File: src/rtl/shift_scheduler_pkg.sv
// Shared definitions for the shift scheduler: FSM state encoding and
// default datapath widths.
package shift_scheduler_pkg;

    localparam int DEF_WIDTH  = 4;
    localparam int DEF_DIST_W = 4;

    typedef enum logic [1:0] {
        IDLE  = 2'd0,
        SHIFT = 2'd1,
        DONE  = 2'd2
    } state_t;

endpackage

File: src/rtl/shift_scheduler_rr_arbiter2.sv
// Two-way round-robin arbiter: pointer names the requester that wins a tie.
module rr_arbiter2 (
    input  logic [1:0] valid,
    input  logic       pointer,
    output logic [1:0] grant
);

    // One-hot grant; a lone requester always wins, a tie goes to the pointer.
    always_comb begin
        grant    = '0;
        grant[0] = valid[0] & (~valid[1] | ~pointer);
        grant[1] = valid[1] & (~valid[0] |  pointer);
    end

endmodule

File: src/rtl/shift_scheduler.sv
// Two-requester serial right-shifter. A granted job is latched, shifted
// one bit per cycle min(dist, WIDTH) times, then held until the consumer
// takes it.
module shift_scheduler
    import shift_scheduler_pkg::*;
#(
    parameter int WIDTH  = DEF_WIDTH,
    parameter int DIST_W = DEF_DIST_W
) (
    input  logic              clock,
    input  logic              reset_n,
    input  logic              req0_valid,
    input  logic [WIDTH-1:0]  req0_value,
    input  logic [DIST_W-1:0] req0_dist,
    output logic              req0_ready,
    input  logic              req1_valid,
    input  logic [WIDTH-1:0]  req1_value,
    input  logic [DIST_W-1:0] req1_dist,
    output logic              req1_ready,
    output logic              res_valid,
    input  logic              res_ready,
    output logic [WIDTH-1:0]  res_value,
    output logic              res_id,
    output logic              busy
);

    localparam int CNT_W = $clog2(WIDTH + 1);

    state_t            state;
    logic              pointer;
    logic [WIDTH-1:0]  data;
    logic              id;
    logic [CNT_W-1:0]  count;
    logic [1:0]        grant;
    logic [DIST_W-1:0] sel_dist;
    logic [CNT_W-1:0]  load_cnt;

    rr_arbiter2 u_arb (
        .valid   ({req1_valid, req0_valid}),
        .pointer (pointer),
        .grant   (grant)
    );

    // Grants are only offered while idle; reset forces IDLE so they then
    // follow valid and the pointer alone.
    always_comb begin
        req0_ready = (state == IDLE) & grant[0];
        req1_ready = (state == IDLE) & grant[1];
    end

    // Shift count for the winning job, saturated at WIDTH since further
    // shifts cannot change an all-zero word.
    always_comb begin
        sel_dist = grant[1] ? req1_dist : req0_dist;
        if (32'(sel_dist) >= WIDTH) begin
            load_cnt = CNT_W'(WIDTH);
        end else begin
            load_cnt = CNT_W'(sel_dist);
        end
    end

    assign res_value = data;
    assign res_id    = id;

    // Control FSM and shift datapath with registered status outputs.
    always_ff @(posedge clock or negedge reset_n) begin
        if (!reset_n) begin
            state     <= IDLE;
            pointer   <= 1'b0;
            data      <= '0;
            id        <= 1'b0;
            count     <= '0;
            res_valid <= 1'b0;
            busy      <= 1'b0;
        end else begin
            unique case (state)
                IDLE: begin
                    if (|grant) begin
                        data    <= grant[1] ? req1_value : req0_value;
                        id      <= grant[1];
                        count   <= load_cnt;
                        pointer <= ~grant[1];
                        busy    <= 1'b1;
                        if (load_cnt == '0) begin
                            state     <= DONE;
                            res_valid <= 1'b1;
                        end else begin
                            state <= SHIFT;
                        end
                    end
                end
                SHIFT: begin
                    data  <= data >> 1;
                    count <= count - CNT_W'(1);
                    if (count == CNT_W'(1)) begin
                        state     <= DONE;
                        res_valid <= 1'b1;
                    end
                end
                DONE: begin
                    if (res_ready) begin
                        state     <= IDLE;
                        res_valid <= 1'b0;
                        busy      <= 1'b0;
                    end
                end
                default: begin
                    state     <= IDLE;
                    res_valid <= 1'b0;
                    busy      <= 1'b0;
                end
            endcase
        end
    end

endmodule

File: config.mk
export PLATFORM = sky130hd
export DESIGN_NAME = shift_scheduler
export DESIGN_NICKNAME = d
export VERILOG_FILES = /design/src/rtl/shift_scheduler_pkg.sv /design/src/rtl/shift_scheduler_rr_arbiter2.sv /design/src/rtl/shift_scheduler.sv
export SDC_FILE = /design/constraint.sdc
export NUM_CORES = 1
export LEC_CHECK = 0
export BUFFER_PORTS_ARGS = -buffer_cell sky130_fd_sc_hd__buf_4
export CAP_MARGIN = 5
export CORE_UTILIZATION = 43
export DETAILED_ROUTE_END_ITERATION = 6
export PLACE_DENSITY = 0.71
export RECOVER_POWER = 50
export SLEW_MARGIN = 20
export SYNTH_ARGS = -nofsm -noshare
export SYNTH_HDL_FRONTEND = slang
export SYNTH_HIERARCHICAL = 1
export SYNTH_SLANG_ARGS = --single-unit
File: constraint.sdc
create_clock -name clock -period 1.4 [get_ports clock]
set_input_delay 0.07 -clock clock [delete_from_list [all_inputs] [get_ports clock]]
set_output_delay 0.07 -clock clock [all_outputs]
set_load 0.01 [all_outputs]
==> results list <==
- At the end of routability-driven placement, the weighted congestion stood at 0.796.
- Netlist Area Pre-Place: 855 um^2
- Net switching component of the power: 982 uW
- Fraction of the cycle the final worst path needs: 1.08
* Highest-count cells in the layout ignoring fill and taps: sky130_fd_sc_hd__buf_4, sky130_fd_sc_hd__dfrtp_1
* Setup slack on the worst flop-to-flop path: -0.11 ns
- Measured along the x axis, the die boundary spans 46.6 um.
* Worst r2r dst: count[0]$_DFFE_PN0P_
- H-tree Lvls: 1
- Entering global routing, the biggest net connects 14 pins.
- Critical Path Start: pointer$_DFFE_PN0P_
* Count of distinct cell types in the synthesized netlist: 36
- Comb power frac: 0.598
- The initial utilization of the core area, before any placement, comes to 0.474.
- Row generation in the floorplan step produced 15 rows.
- The number of nets handed over by synthesis was 116.
- In this run the tightest slew margin relative to its limit is 0.508.
- The number of antenna diodes in the final layout is 0.
- Overall power consumption after layout is estimated at 2.41 mW.
- Setup repair after global routing missed its margin: yes
- Total half-perimeter wirelength after legalization and detailed placement: 1580 um
- The clock net in this run drives a total of 13 sinks.
* Die Outline Area: 2170 um^2
* Internal Dissipation: 1.42 mW
- Post-layout instance area: 1340 um^2
- STA classifies the critical path endpoint as a flip-flop.
* Count of final hold-check violations: 0
- Data required, critical path: 1.62 ns
* Logic depth of the worst register-to-register path: 6
- CP arrival: 1.73 ns
- DR iter-0 viols: 24
- On the final layout, the worst clock skew is 0.00181 ns.
- Of all nets on the critical path, the largest fanout is 5.
* Number of top-level pins: 30
- Violations in the final reports: setup timing
- Synthesis produced a netlist whose cell count is 93.
* Root buffer cell: sky130_fd_sc_hd__clkbuf_4
- Number of global-route vias before repair: 854
- For the worst-skew pair, the clock arrives at the later sink with an insertion delay of 0.27 ns.
* Detailed-route DRC error count: 0
- After layout, the minimum clock period comes to 1.51 ns.
* P per Cell Area: 1790 nW/um^2
- Total global routing overflow: 0
* Final Slew Violations: 0
- Clock-pin slew was measured on the worst setup and hold paths at 0.08 ns.
* Die Y: 46.6 um
* Type of the worst setup path: reg2reg
- Warnings from Yosys: 6
* Number of antenna violations at the first check in global routing: 0
* Commonest non-fill, non-tap cell in the layout: sky130_fd_sc_hd__buf_4
* Drt total wl: 2370 um
- Final Util: 0.746
- Outcome: complete, but fails checks
- Detailed-route vias per instance: 5.52
* Buffers on Ports: 29
* First-pass DRT Iterations: 4
* Hold Path Class: in2reg
- Sequential element share of the synthesized area: 0.381
- Number of filler instances in the final layout: 141
* Fraction of power consumed by sequential logic: 0.303
- Max-cap violations in this run came to 0.
- Total via count in the routed design: 895
- Of the total power, the clock network draws 0.099.
* Largest vdd supply drop: 1.19 mV
* Leakage power total: 0.640 nW
* Antenna-violating nets left: 0
- For the pin with the worst max-slew slack, the measured transition is 0.737 ns.
* FF-to-FF Start: pointer$_DFFE_PN0P_
- In this run, synthesis produced a sequential element count of 13.
* Maximum buffer depth of the clock tree: 2
- In the final design database the tool counted 161 nets.
- STA classifies the critical path startpoint as a flip-flop.
- Total placed instance area: 1150 um^2
* Fin cells: 162
* TritonCTS Buffers: 3
- Switching share of power: 0.408
- The critical path ends at count[0]$_DFFE_PN0P_.
* Area Overhead vs Synth: 57.2%
- Counting tap cells, the placed design contains a total of 151 instances.
* Routed length per placed instance: 14.7 um
- Proportion of layout cells with a drive suffix above 1: 0.489
- Across every metal layer, demand over resource in global routing totals 0.242.
- Wire length of the first global-routing pass: 3650 um
- Setup violations remaining at the end of the flow were counted as 7.
- Based on the critical path, the design can be clocked at up to 0.661 GHz.
* Setup ws final: -0.114 ns
- The total area inside the core boundary comes to 1800 um^2.
* Clock tree from TritonCTS: done
- Mean cell area of the mapped netlist: 9.19 um^2
metrics by stage:
stage / hold WS [ns] / worst slack (ns) / setup TNS (ns)
after floorplan: -0.226 / -0.00229 / -0.00229
after global placement: -0.0742 / -0.0954 / -0.504
after detailed placement: -0.0727 / -0.128 / -0.549
after CTS: 0.104 / -0.125 / -0.379
after global routing: 0.139 / -0.186 / -1.23
final: 0.102 / -0.114 / -0.385
final cells by class:
cell class | count | area, um^2 | share of cell area
timing repair buffer | 46 | 355 | 0.264
sequential | 13 | 325 | 0.242
multi-input combinational | 68 | 583 | 0.434
inverter | 6 | 22.5 | 0.0168
clock buffer | 4 | 26.3 | 0.0196
tap | 25 | 31.3 | 0.0233
cell usage after synthesis:
master	number	area share
sky130_fd_sc_hd__a21oi_1	3	0.018
sky130_fd_sc_hd__nor2_1	7	0.031
sky130_fd_sc_hd__nand2_1	3	0.013
sky130_fd_sc_hd__and3b_1	2	0.021
sky130_fd_sc_hd__buf_2	2	0.012
sky130_fd_sc_hd__o221ai_1	2	0.021
sky130_fd_sc_hd__clkbuf_1	3	0.013
sky130_fd_sc_hd__a2111o_1	1	0.013
sky130_fd_sc_hd__o21ai_0	7	0.041
sky130_fd_sc_hd__mux2i_1	4	0.047
sky130_fd_sc_hd__nor3_1	3	0.018
sky130_fd_sc_hd__or3b_1	1	0.010
sky130_fd_sc_hd__nand3b_1	1	0.0088
sky130_fd_sc_hd__a221oi_1	1	0.010
sky130_fd_sc_hd__a211oi_1	2	0.018
sky130_fd_sc_hd__o2bb2ai_1	1	0.010
sky130_fd_sc_hd__dfrtp_1	13	0.38
sky130_fd_sc_hd__ha_1	2	0.029
sky130_fd_sc_hd__a21boi_1	2	0.018
sky130_fd_sc_hd__buf_6	1	0.013
sky130_fd_sc_hd__a2bb2oi_1	1	0.010
sky130_fd_sc_hd__o21bai_1	2	0.018
sky130_fd_sc_hd__and2_1	3	0.022
sky130_fd_sc_hd__o22ai_1	2	0.015
sky130_fd_sc_hd__a221o_1	1	0.012
sky130_fd_sc_hd__nor3b_1	3	0.026
sky130_fd_sc_hd__o2bb2a_1	2	0.023
sky130_fd_sc_hd__nor2b_1	3	0.022
sky130_fd_sc_hd__a22oi_1	2	0.018
sky130_fd_sc_hd__inv_1	6	0.026
sky130_fd_sc_hd__o41ai_1	1	0.010
sky130_fd_sc_hd__nand2b_1	2	0.015
sky130_fd_sc_hd__a21o_1	1	0.0088
sky130_fd_sc_hd__o21a_1	1	0.0088
sky130_fd_sc_hd__or3_4	1	0.013
sky130_fd_sc_hd__o211ai_1	1	0.0088
metal layers:
layer / up-vias / share of wire / global-route usage
met1: 434 / 0.43 / 0.298
met4: 0 / 0.0093 / 0.100
met2: 25 / 0.52 / 0.419
li1: 432 / - / -
met5: - / 0 / 0
met3: 4 / 0.036 / 0.0275
worst min path at each step:
stage / startpoint / slack (ns) / cells after the start / end
final: req0_value[3] / 0.10 / 3 / res_value[3]$_DFFE_PN0P_
after global routing: res_ready / 0.14 / 4 / res_valid$_DFFE_PN0P_
after CTS: req0_value[3] / 0.10 / 3 / res_value[3]$_DFFE_PN0P_
after detailed placement: reset_n / -0.07 / 1 / count[2]$_DFFE_PN0P_
after global placement: reset_n / -0.07 / 1 / count[2]$_DFFE_PN0P_
after floorplan: reset_n / -0.23 / 0 / busy$_DFFE_PN0P_
what timing repair did:
item	CTS	global route
resized for setup	16	15
endpoints found under the setup margin	12	13
hold buffers	1	0
pin swaps	3	5
endpoints found under the hold margin	13	0
buffers inserted	3	3
power groups by stage:
stage | Sequential (mW) | Combinational [mW] | Clock (mW)
finish | 0.729 | 1.44 | 0.239
detailed placement | 0.715 | 1.17 | 0
global route | 0.759 | 1.57 | 0.259
floorplan | 0.710 | 0.694 | 0
CTS | 0.723 | 1.28 | 0.245
global placement | 0.709 | 1.15 | 0
flip-flops by register name (all words and copies together), names as in the netlist:
register,cells
busy,1
res_valid,1
res_id,1
state,2
res_value,4
pointer,1
count,3
kinds of logic (layout without fill, tap and decap cells):
| logic type | Yosys count | count (layout) | share of synthesized area |
|---|---|---|---|
| AO/OA/AOI/OAI | 33 | 33 | 0.280 |
| adder cells (fa/ha/maj) | 2 | 2 | 0.0293 |
| buffers and inverters | 12 | 56 | 0.0644 |
| flip-flops | 13 | 13 | 0.381 |
| multiplexers | 4 | 4 | 0.0469 |
| AND/OR/NAND/NOR | 29 | 29 | 0.199 |
critical path, cell delays in order (launching register included):
cell and delay [ns]:
sky130_fd_sc_hd__dfrtp_1 0.39, sky130_fd_sc_hd__inv_2 0.07, sky130_fd_sc_hd__a21boi_4 0.07, sky130_fd_sc_hd__buf_6 0.13
sky130_fd_sc_hd__or3_4 0.32, sky130_fd_sc_hd__a2111o_1 0.41, sky130_fd_sc_hd__nand2_1 0.06
(Power assumes the default switching activity.)
